File: src/rtl/cam_pkg.sv
// cam_pkg: capture FSM states, RGB565-to-RGB332 field positions and default frame geometry
package cam_pkg;

   typedef enum logic [2:0] {WAIT_FRAME, IDLE_LINE, BYTE1, BYTE2, END_FRAME} cam_state_t;

   localparam int IMG_W_DEF = 160;
   localparam int IMG_H_DEF = 120;
   localparam int AW_DEF    = 17;

   // byte1 = {R[4:0], G[5:3]}, byte2 = {G[2:0], B[4:0]}: keep the top bits of each colour
   localparam int R_MSB  = 7;
   localparam int G_MSB  = 2;
   localparam int B_MSB  = 4;

   function automatic logic [7:0] rgb332(input logic [7:0] b1, input logic [7:0] b2);
      return {b1[R_MSB -: 3], b1[G_MSB -: 3], b2[B_MSB -: 2]};
   endfunction

endpackage

File: src/rtl/cam_sync_edge.sv
// cam_sync_edge: registers vsync/href once and flags vsync edges on the registered copy
module cam_sync_edge (
   input  logic clk,
   input  logic reset,
   input  logic vsync,
   input  logic href,
   output logic vs_rise,
   output logic vs_fall,
   output logic href_q
);

   logic vs_q, vs_d;

   always_ff @(posedge clk) begin
      if (reset) {vs_q, vs_d, href_q} <= '0;
      else {vs_q, vs_d, href_q} <= {vsync, vs_q, href};
   end

   assign vs_rise = vs_q & ~vs_d;
   assign vs_fall = ~vs_q & vs_d;

endmodule

File: src/rtl/cam_capture_rgb332.sv
// cam_capture_rgb332: OV7670 RGB565 stream to RGB332 frame-buffer writes; CAM_TESTPAT_EN adds a colour-bar test pattern
module cam_capture_rgb332
   import cam_pkg::*;
#(
   parameter int AW    = AW_DEF,
   parameter int DW    = 8,
   parameter int IMG_W = IMG_W_DEF,
   parameter int IMG_H = IMG_H_DEF
) (
   input  logic          clk,
   input  logic          reset,
   input  logic          enable,
`ifdef CAM_TESTPAT_EN
   input  logic          testpat,
`endif
   input  logic          vsync,
   input  logic          href,
   input  logic [7:0]    px_data,
   output logic [AW-1:0] mem_px_addr,
   output logic [DW-1:0] mem_px_data,
   output logic          px_wr,
   output logic          frame_done,
   output logic          frame_err
);

   localparam int NPIX = IMG_W * IMG_H;
   localparam int CW   = $clog2(IMG_W + 1);
   localparam int RW   = $clog2(IMG_H + 1);
   localparam int PW   = $clog2(NPIX + 2);

   cam_state_t    state;
   logic          vs_rise, vs_fall, href_q;
   logic [7:0]    data_q, byte1, pixel;
   logic [CW-1:0] col;
   logic [RW-1:0] row;
   logic [PW-1:0] pix_cnt;
   logic [AW-1:0] addr, line_base;
   logic          in_bounds;

   cam_sync_edge u_sync (
      .clk    (clk),
      .reset  (reset),
      .vsync  (vsync),
      .href   (href),
      .vs_rise(vs_rise),
      .vs_fall(vs_fall),
      .href_q (href_q)
   );

   always_ff @(posedge clk) begin
      if (reset) data_q <= '0;
      else data_q <= px_data;
   end

   assign in_bounds = (col < CW'(IMG_W)) && (row < RW'(IMG_H));

`ifdef CAM_TESTPAT_EN
   logic       tp;
   logic [2:0] bar;
   assign bar   = 3'((32'(col) * 8) / IMG_W);
   assign pixel = tp ? {{3{bar[2]}}, {3{bar[1]}}, {2{bar[0]}}} : rgb332(byte1, data_q);
`else
   assign pixel = rgb332(byte1, data_q);
`endif

   always_ff @(posedge clk) begin
      if (reset) begin
         state       <= WAIT_FRAME;
         row         <= '0;
         col         <= '0;
         pix_cnt     <= '0;
         addr        <= '0;
         line_base   <= '0;
         byte1       <= '0;
         mem_px_addr <= '0;
         mem_px_data <= '0;
         px_wr       <= 1'b0;
         frame_done  <= 1'b0;
         frame_err   <= 1'b0;
`ifdef CAM_TESTPAT_EN
         tp          <= 1'b0;
`endif
      end else begin
         px_wr      <= 1'b0;
         frame_done <= 1'b0;
         case (state)
            WAIT_FRAME: if (vs_fall && enable) begin
               state     <= IDLE_LINE;
               row       <= '0;
               line_base <= '0;
               pix_cnt   <= '0;
               frame_err <= 1'b0;
`ifdef CAM_TESTPAT_EN
               tp        <= testpat;
`endif
            end
            IDLE_LINE: begin
               if (vs_rise) state <= END_FRAME;
               else if (href_q) begin
                  byte1 <= data_q;
                  col   <= '0;
                  addr  <= line_base;
                  state <= BYTE2;
               end
            end
            BYTE1, BYTE2: begin
               // href low also ends the line in BYTE2, discarding an odd trailing byte
               if (vs_rise) state <= END_FRAME;
               else if (!href_q) begin
                  row       <= (&row) ? row : row + 1'b1;
                  line_base <= line_base + AW'(IMG_W);
                  state     <= IDLE_LINE;
               end else if (state == BYTE1) begin
                  byte1 <= data_q;
                  state <= BYTE2;
               end else begin
                  if (in_bounds) begin
                     px_wr       <= 1'b1;
                     mem_px_addr <= addr;
                     mem_px_data <= DW'(pixel);
                  end else frame_err <= 1'b1;
                  pix_cnt <= (&pix_cnt) ? pix_cnt : pix_cnt + 1'b1;
                  col     <= (&col) ? col : col + 1'b1;
                  addr    <= addr + 1'b1;
                  state   <= BYTE1;
               end
            end
            END_FRAME: begin
               frame_done <= 1'b1;
               frame_err  <= frame_err | (pix_cnt != PW'(NPIX));
               state      <= WAIT_FRAME;
            end
            default: state <= WAIT_FRAME;
         endcase
      end
   end

endmodule

File: config.mk
export PLATFORM = sky130hd
export DESIGN_NAME = cam_capture_rgb332
export DESIGN_NICKNAME = d
export VERILOG_FILES = /design/src/rtl/cam_pkg.sv /design/src/rtl/cam_sync_edge.sv /design/src/rtl/cam_capture_rgb332.sv
export SDC_FILE = /design/constraint.sdc
export NUM_CORES = 1
export LEC_CHECK = 0
export ABC_AREA = 1
export BUFFER_PORTS_ARGS = -buffer_cell sky130_fd_sc_hd__buf_2
export CAP_MARGIN = 20
export CORE_MARGIN = 2
export CORE_UTILIZATION = 46
export CTS_BUF_LIST = sky130_fd_sc_hd__clkbuf_4
export CTS_CLUSTER_SIZE = 30
export DETAILED_ROUTE_END_ITERATION = 10
export PLACE_DENSITY_LB_ADDON = 0.2
export SLEW_MARGIN = 40
export SYNTH_ARGS = -nofsm -noshare
export SYNTH_HDL_FRONTEND = slang
export SYNTH_SLANG_ARGS = --single-unit
export TNS_END_PERCENT = 50
File: constraint.sdc
create_clock -name clk -period 1.9 [get_ports clk]
set_clock_uncertainty 0.1 [all_clocks]
set_input_delay 0.19 -clock clk [delete_from_list [all_inputs] [get_ports clk]]
set_output_delay 0.19 -clock clk [all_outputs]
set_load 0.02 [all_outputs]
# Word-level counts from Yosys, hierarchy flattened
# Index checks and enable logic that the tools add are counted.
# totals
register_bits	114
out_inout_bits	28
word_cells	119
inputBits	13
# op_classes
bitwise_logic	9
n_addsub	5
reduce_logical	20
n_eq_ne	18
n_mux	49
n_lt_le_gt_ge	2
# ops
operator	n
17-bit two-way mux	8
8-bit two-way mux	11
15-bit two-way mux	5
17-bit case mux with 2 select lines	2
8-bit case mux with 2 select lines	2
15-bit case mux with 2 select lines	1
7-bit two-way mux	4
6-bit AND reduction	4
2-bit != test, second input constant	10
17-bit by 1-bit adder with 17-bit output, second input constant	1
17-bit by 8-bit adder with 17-bit output, second input constant	1
15-bit by 1-bit adder with 15-bit output, second input constant	1
15-bit != test, second input constant	1
15-bit AND reduction	1
7-bit case mux with 2 select lines	1
7-bit AND reduction	2
3-bit two-way mux	4
5-bit AND reduction	2
3-bit case mux with 3 select lines	1
8-bit by 1-bit adder with 8-bit output, second input constant	1
8-bit < comparator, second input constant	1
1-bit two-way mux	8
8-bit AND reduction	1
7-bit by 1-bit adder with 7-bit output, second input constant	1
19 further kinds	29

# Depth between registers and ports, before layout
# Gate-level depths: netlist of run 1.
# depth
ltp_word	7
ltp_mapped	11
depth_no_buf	11

# By module
# A second synthesis of run 1 with hierarchy kept.
# unflattened
cells_unflattened	775
hier_area_um2	5195.0
# by_module_without_submodules
module	area_each_um2	n_inst	cells_each	seq_area_each_um2
cam_capture_rgb332	5101.1	1	763	2082.0
cam_sync_edge	93.8	1	12	60.1

# Worst setup path before layout of run 1
# No wires, ideal clock.
# synth_timing
path_type	register to register
start	register pix_cnt[1]
end	register pix_cnt[13]
period_less_slack_ps	1621
slack_ps	279
path_stages_with_launch	12
required_ps	1691
arrival_time_ps	1412
path_buffers	1
setup_ps	109
path_cell_list	dfxtp_1 ha_1 nand2_2 nor2_2 nand2_1 nor2_2 nand2_2 nand3_2 buf_6 nand2_1 nand2_1 inv_1
# synth_via
elab_chain_len	6
elab_cells_between_ends	9
cone_classes	add/sub (1); eq/ne (1); mux (5); reduce/logical (2)
# synth_lines
item	line	rtl
from (decl)	cam_capture_rgb332.sv:36	logic [PW-1:0] pix_cnt;
from (signal assigned)	cam_capture_rgb332.sv:122	pix_cnt <= (&pix_cnt) ? pix_cnt : pix_cnt + 1'b1;
15-bit by 1-bit adder with 15-bit output	cam_capture_rgb332.sv:122	
15-bit two-way mux	cam_capture_rgb332.sv:122	
15-bit two-way mux	cam_capture_rgb332.sv:113	end else if (state == BYTE1) begin
15-bit two-way mux	cam_capture_rgb332.sv:109	else if (!href_q) begin
15-bit two-way mux	cam_capture_rgb332.sv:108	if (vs_rise) state <= END_FRAME;
15-bit case mux with 2 select lines	cam_capture_rgb332.sv:86	case (state)
# Parallel ways exist; a longest one is shown, timed or not. The select of a mux whose other input is x is not followed.
# A chain may end at the register's enable or synchronous reset.

# Final worst setup path of run 1
# layout_timing
start	register state[2]
end	register col[4]
# layout_via
elab_chain_len	4
elab_cells_between_ends	13
cone_classes	eq/ne (9); mux (1); reduce/logical (3)
# layout_lines
item	line	rtl
from (decl)	cam_capture_rgb332.sv:31	cam_state_t state;
from (signal assigned)	cam_capture_rgb332.sv:68	state <= WAIT_FRAME;
from (signal assigned)	cam_capture_rgb332.sv:88	state <= IDLE_LINE;
from (signal assigned)	cam_capture_rgb332.sv:98	if (vs_rise) state <= END_FRAME;
3-bit by 2-bit equality test with 1-bit output, on equally long branches	cam_capture_rgb332.sv:86, cam_capture_rgb332.sv:113	
2-bit OR reduction	cam_capture_rgb332.sv:86	
2-bit != test (no line) (tied with other cells)	-	
7-bit AND reduction (no line)	-	
to (signal assigned)	cam_capture_rgb332.sv:123	col <= (&col) ? col : col + 1'b1;
to (decl)	cam_capture_rgb332.sv:34	logic [CW-1:0] col;
# Parallel ways exist; a longest one is shown, timed or not.

==> results.md, run 1 <==
| Step | Metric | This run |
|:---|:---|:---|
| run status | Result of the run | complete, no violations |
| critical path | Data required time of the critical path | 2.26 ns |
| sta | Count of final max-slew check failures | 0 |
| critical path | Largest driver fanout on the critical path | 10 |
| sta | Maximum achievable frequency | 0.560 GHz |
| floorplan | Die width | 110 microns |
| global routing | Vias in the first global route | 4559 |
| clock tree | Buffer levels on the longest clock path | 2 |
| clock tree | Setup repair bufs after CTS | 0 |
| detailed routing | Total wire length after detailed routing | 12500 microns |
| floorplan | Top-Level Pins | 41 |
| power and ir drop | VDD IR-drop max | 0.479 mV |
| detailed routing | Via count normalized by instance count | 5.09 |
| power and ir drop | Power, Total | 4290 uW |
| min path | Worst Hold Path Cells | 5 |
| clock tree | Worst skew pair latency | 0.50 ns |
| power and ir drop | P_sw | 1120 uW |
| detailed routing | Number of violations reported at the end of detailed-routing iteration 0 | 358 |
| placement | Total half-perimeter wirelength after legalization and detailed placement | 8970 microns |
| critical path | Crit path max-delay family | simple AND/OR/NAND/NOR gates |
| synthesis | Synthesized area divided by synthesized cell count | 6.59 sq um |
| floorplan | Placement row count | 38 |
| synthesis | Total standard cell area after synthesis | 5210 sq um |
| detailed routing | Total via count after detailed routing | 5052 |
| cells and area | FILL cells | 1084 |
| sta | Minimum period implied by the final worst setup slack | 1.79 ns |
| sta | Fin crit share | 0.940 |
| power and ir drop | Switching Share | 0.262 |
| critical path | Critical setup path kind | flip-flop to flip-flop |
| critical path | Worst-path cell with the longest stage delay | dfxtp_1 |
| synthesis | Share of async-settable or async-resettable flops after synthesis | 0 |
| clock tree | Number of buffers created by CTS | 9 |
| critical path | Crit path buf inv count | 2 |
| power and ir drop | Cell-internal power | 3170 uW |
| critical path | Critical Path, Cell by Cell | inv_2, nand2_1, nor2_1, nand4_1, nand2_2, nand2_1, o21ai_1, o21ai_1, inv_1 |
| flow run | Number of max-cap violations | 0 |
| critical path | Levels on crit path | 9 |
| synthesis | Flip-flop and latch count after synthesis | 107 |
| clock tree | H-Tree Depth | 3 |
| power and ir drop | Clock power frac | 0.341 |
| synthesis | Synthesized netlist net count | 809 |
| cells and area | Layout area overhead | 14.3% |
| sta | Worst slew margin | 0.716 |
| floorplan | Initial Utilization | 0.476 |
| min path | Worst hold-check path type | primary input to flip-flop |
| critical path | Largest stage delay on the critical path | 0.38 ns |
| power and ir drop | Comb power frac | 0.112 |
| clock tree | Clk sink count | 107 |
| global routing | Aggregate global-route resource usage | 0.206 |
| synthesis | YS warnings | 0 |
| power and ir drop | Register share of total power | 0.547 |
| clock tree | CTS clk-pin slew, worst paths | 0.15 ns |
| critical path | Length in cells of the worst reg-to-reg path | 9 |
| floorplan | Die boundary height | 110 microns |
| power and ir drop | Leakage | 0.00249 uW |
| cells and area | Antenna cells | 0 |
| synthesis | Proportion of synthesized chip area in sequential cells | 0.411 |
| floorplan | Die area | 12200 sq um |
| detailed routing | Initial DRT Pass Iterations | 5 |
| global routing | Global-route wire length before repair | 21000 microns |
| synthesis | Synthesized netlist cell count | 790 |
| synthesis | Most instantiated flip-flop cell in the synthesis netlist | dfxtp_1 |
| sta | Slew at the pin closest to its max-slew limit | 0.426 ns |
| power and ir drop | Total power density per cell area | 721 nW/um^2 |
| sta | Total of endpoints with negative setup slack in the final report | 0 |
| critical path | Critical Path Start Type | flip-flop |
| sta | Count of final hold-check violations | 0 |
| detailed routing | Average routed wire per standard cell | 12.6 microns |
| clock tree | CTS tree | done |
| cells and area | Ratio of cells with drive above 1 in the final layout | 0.131 |
| floorplan | Area of the core region | 10900 sq um |
| synthesis | Cell variety after synth | 37 |
| critical path | Worst path arrival time | 2.14 ns |
| cells and area | Final-stage net count | 868 |
| synthesis | EDFF count, synth | 0 |
| placement | Total of buffers placed on input and output ports | 40 |
| detailed routing | DRC | 0 |
| clock tree | Clock tree root buffer cell | clkbuf_4 |
| detailed routing | Antenna Nets Post-Route | 0 |
| cells and area | Utilization after layout | 0.545 |
| critical path | Endpoint kind of the worst setup timing path | flip-flop |
| placement | GP Congestion | 0.937 |
| sta | TNS Setup | 0 ns |
| global routing | Initial antenna violation count | 0 |
| global routing | Total congestion overflow | 0 |
| global routing | Maximum number of pins on one net before global-route repair | 42 |
==> timing repair <==
item,4_1_cts,5_1_grt
endpoints found under the setup margin,0,32
hold buffers,10,0
resized for setup,0,14
endpoints found under the hold margin,10,0
==> final timing paths <==
kind	from	end	slack (ns)
worst min-delay path	enable	state[1]	0.10
worst max-delay path	state[2]	col[4]	0.11
worst min register to register	addr[14]	addr[14]	0.37
worst max register to register	state[2]	col[4]	0.11
==> area by class of cell <==
class	instances	area, sq um	share of cell area
clock buffers	11	82.6	0.0139
repair buffers	69	455	0.0765
inverters	90	340	0.0571
clock inverters	4	98.8	0.0166
well taps	140	175	0.0294
flip-flops and latches	107	2150	0.361
multi-input cells	572	2660	0.446
==> worst min-delay path: cells and delay by family <==
family                 cells  cell delay [ns]
and+or+nand+nor            3             0.33
buffers and inverters      2             0.16
==> synth_stat cells (all sizes together) (6+ instances only) <==
| library cell | number | area (sq um) |
|---|---|---|
| nand2 | 199 | 767 |
| dfxtp | 107 | 2140 |
| ha | 6 | 75.1 |
| o21ai | 62 | 310 |
| buf | 9 | 60.1 |
| nand3 | 58 | 305 |
| a21oi | 47 | 246 |
| xor2 | 6 | 52.6 |
| nand4 | 14 | 87.6 |
| nor3 | 15 | 75.1 |
| clkbuf | 12 | 45.0 |
| inv | 89 | 334 |
| nor2 | 145 | 559 |
==> sequential cells by signal, summed over array words and instances, names as in the netlist, 3 cells and up <==
signal / flops
line_base: 12
pix_cnt: 15
data_q: 8
mem_px_addr: 17
mem_px_data: 8
addr: 17
row: 7
state: 3
col: 8
byte1: 6
==> metal layers <==
| metal | wire, microns | vias up | global-route usage |
|---|---|---|---|
| li1 | - | 2642 | - |
| met5 | 0 | - | 0 |
| met1 | 6200 | 2269 | 0.278 |
| met3 | 581 | 19 | 0.0368 |
| met2 | 5400 | 122 | 0.319 |
| met4 | 288 | 0 | 0.0950 |
==> power groups by stage <==
| stage | clock, uW | combinational [uW] | sequential [uW] |
|---|---|---|---|
| after floorplan | 0 | 320 | 2390 |
| after global placement | 0 | 444 | 2390 |
| after detailed placement | 0 | 453 | 2390 |
| after CTS | 1500 | 470 | 2350 |
| after global routing | 1580 | 544 | 2360 |
| final | 1460 | 480 | 2350 |
==> logic make-up after synthesis <==
logic type,Yosys count,share of synthesized area
flops,107,0.411
buf+inv,111,0.0850
compound gates,118,0.120
fa+ha+maj,6,0.0144
xor+xnor,9,0.0151
simple gates,439,0.355
==> cells in the final DEF (no fill, tap or decap), drive strengths merged, types with 10 or more instances in the layout <==
cell type,instances
o21ai,62
a21oi,47
buf,59
nor2,145
nand3,58
nand2,199
nand4,14
inv,90
clkbuf,11
dlygate4sd3,10
dfxtp,107
nor3,15
==> metrics by stage <==
stage / hold slack (ns) / area, sq um / worst slack [ns] / cells
after floorplan: 0.197 / 5210 / 0.279 / 790
after global placement: 0.290 / 5630 / 0.0963 / 968
after detailed placement: 0.304 / 5630 / 0.0896 / 968
after CTS: 0.0818 / 5920 / 0.0565 / 993
after global routing: 0.111 / 5960 / -0.00181 / 993
final: 0.102 / 5960 / 0.114 / 993
No activity file was read; power rests on OpenSTA's default activity.
==> inputs of run 2 (changes only) <==
--- a/config.mk
+++ b/config.mk
@@ -9,7 +9,7 @@
 export BUFFER_PORTS_ARGS = -buffer_cell sky130_fd_sc_hd__buf_2
 export CAP_MARGIN = 20
 export CORE_MARGIN = 2
-export CORE_UTILIZATION = 46
+export CORE_UTILIZATION = 62
 export CTS_BUF_LIST = sky130_fd_sc_hd__clkbuf_4
 export CTS_CLUSTER_SIZE = 30
 export DETAILED_ROUTE_END_ITERATION = 10
==> results.md, run 2 (same netlist as run 1, synthesis figures left out) <==
| Step | Metric | This run |
|:---|:---|:---|
| run status | Result of the run | complete, no violations |
| critical path | Largest driver fanout on the critical path | 10 |
| sta | Fin crit share | 0.928 |
| detailed routing | Antenna Nets Post-Route | 0 |
| clock tree | Number of buffers created by CTS | 9 |
| global routing | Aggregate global-route resource usage | 0.278 |
| sta | TNS Setup | 0 ns |
| global routing | Global-route wire length before repair | 20200 microns |
| clock tree | Buffer levels on the longest clock path | 2 |
| flow run | Number of max-cap violations | 0 |
| cells and area | Ratio of cells with drive above 1 in the final layout | 0.136 |
| critical path | Critical setup path kind | flip-flop to flip-flop |
| min path | Worst Hold Path Cells | 5 |
| critical path | Data required time of the critical path | 2.20 ns |
| global routing | Fraction of met2 tracks used by global routing | 0.456 |
| detailed routing | Total wire length after detailed routing | 12200 microns |
| floorplan | Initial Utilization | 0.637 |
| cells and area | Final-stage net count | 867 |
| detailed routing | Number of violations reported at the end of detailed-routing iteration 0 | 279 |
| detailed routing | Initial DRT Pass Iterations | 5 |
| power and ir drop | VDD IR-drop max | 0.507 mV |
| critical path | Length in cells of the worst reg-to-reg path | 10 |
| detailed routing | Average routed wire per standard cell | 12.7 microns |
| clock tree | Worst skew pair latency | 0.47 ns |
| sta | Count of final max-slew check failures | 0 |
| global routing | Total congestion overflow | 0 |
| power and ir drop | Leakage | 0.00245 uW |
| clock tree | H-Tree Depth | 3 |
| floorplan | Die area | 9150 sq um |
| sta | Total of endpoints with negative setup slack in the final report | 0 |
| cells and area | Registers with the most flip-flops | addr: 17 flops, mem_px_addr: 17 flops, pix_cnt: 15 flops |
| global routing | Met1 Track Usage GR | 0.368 |
| sta | Tightest hold margin | 0.0964 ns |
| cells and area | Antenna cells | 0 |
| detailed routing | DRC | 0 |
| global routing | Most Used Layer, Global Route | met2 |
| sta | Count of final hold-check violations | 0 |
| clock tree | Clk sink count | 107 |
| floorplan | Placement row count | 33 |
| clock tree | CTS clk-pin slew, worst paths | 0.16 ns |
| cells and area | Commonest non-fill, non-tap cell in the layout | nand2_1 |
| cells and area | Leading cell types in the layout, fill and taps excluded | nand2_1, nor2_1, dfxtp_1 |
| sta | Setup repair after global routing missed its margin | no |
| power and ir drop | Total power density per cell area | 673 nW/um^2 |
| global routing | Vias in the first global route | 4570 |
| clock tree | Clock tree root buffer cell | clkbuf_4 |
| sta | Slew at the pin closest to its max-slew limit | 0.474 ns |
| cells and area | FILL cells | 706 |
| detailed routing | Via count normalized by instance count | 5.38 |
| min path | Worst hold-check path type | primary input to flip-flop |
| clock tree | CTS tree | done |
| sta | Maximum achievable frequency | 0.567 GHz |
| global routing | Maximum number of pins on one net before global-route repair | 33 |
| sta | Worst slew margin | 0.681 |
| floorplan | Top-Level Pins | 41 |
| critical path | Endpoint kind of the worst setup timing path | flip-flop |
| floorplan | Die boundary height | 95.7 microns |
| floorplan | Area of the core region | 8180 sq um |
| floorplan | Die width | 95.7 microns |
| placement | Total half-perimeter wirelength after legalization and detailed placement | 8750 microns |
| global routing | Initial antenna violation count | 0 |
| clock tree | Setup repair bufs after CTS | 0 |
| critical path | Worst path arrival time | 2.06 ns |
| placement | Total of buffers placed on input and output ports | 40 |
| cells and area | Layout area overhead | 12.5% |
| detailed routing | Total via count after detailed routing | 5157 |
| sta | Minimum period implied by the final worst setup slack | 1.76 ns |
| placement | GP Congestion | 1.02 |
| global routing | Routing usage on met3 | 0.0609 |
| critical path | Critical Path Start Type | flip-flop |
-- run 2: cell types whose count changed in the layout (fill, tap and decap cells not counted), moves of 2 or more --
cell	change
bufinv_16	-3
clkinvlp_4	+3
buf_4	-2
nand2_1	-2
nand2_2	+2
nor2_1	-2
nor2_2	+2
-- run 2: worst max-delay path, cell delays in order (launching register included) --
cell     delay, ns
dfxtp_2       0.39
ha_2          0.20
nand2_2       0.09
nor2_4        0.12
nand2_1       0.10
nor2_2        0.15
nand2_2       0.11
nand3_2       0.11
buf_6         0.15
nand2_1       0.05
a21oi_1       0.13
-- run 2: through the flow --
step | power [uW] | cell area [sq um] | utilization | setup WS (ns) | instances
6_report | 3950 | 5860 | 0.717 | 0.136 | 958
5_1_grt | 4120 | 5860 | 0.717 | 0.00357 | 958
4_1_cts | 3960 | 5820 | 0.712 | 0.0159 | 958
3_5_place_dp | 2840 | 5580 | 0.683 | 0.0839 | 932
3_3_place_gp | 2830 | 5580 | 0.683 | 0.148 | 932
2_1_floorplan | 2710 | 5210 | - | 0.279 | 790
-- run 2: final cells by class --
class                           count  area [sq um]  share of cell area
Timing Repair Buffer               68           452              0.0771
Tap cell                          105           131              0.0224
Clock inverter                      6          60.1              0.0102
Multi-Input combinational cell    572          2650               0.453
Sequential cell                   107          2150               0.366
Clock buffer                       10          75.1              0.0128
Inverter                           90           342              0.0583
-- run 2: what timing repair did --
| item | in CTS | in global routing |
|---|---|---|
| endpoints found under the setup margin | 0 | 48 |
| gates resized for setup | 0 | 18 |
| hold buffers | 10 | 0 |
| hold endpoints to repair | 10 | 0 |
-- run 2: power by group --
group / internal [uW] / total (uW) / switching (uW)
Combinational: 165 / 477 / 311
Sequential: 2310 / 2350 / 46.6
Clock: 311 / 1120 / 805
-- run 2: per-layer routing --
| metal | up-vias | part of all wire |
|---|---|---|
| met2 | 177 | 0.46 |
| li1 | 2644 | - |
| met1 | 2322 | 0.46 |
| met5 | - | 0 |
| met3 | 14 | 0.069 |
| met4 | 0 | 0.011 |
-- run 2: worst paths after layout --
check	slack [ns]	from	endpoint
worst max-delay path	0.14	pix_cnt[1]	pix_cnt[6]
worst min register to register	0.37	addr[14]	addr[14]
worst max register to register	0.14	pix_cnt[1]	pix_cnt[6]
worst min-delay path	0.1	reset	pix_cnt[1]
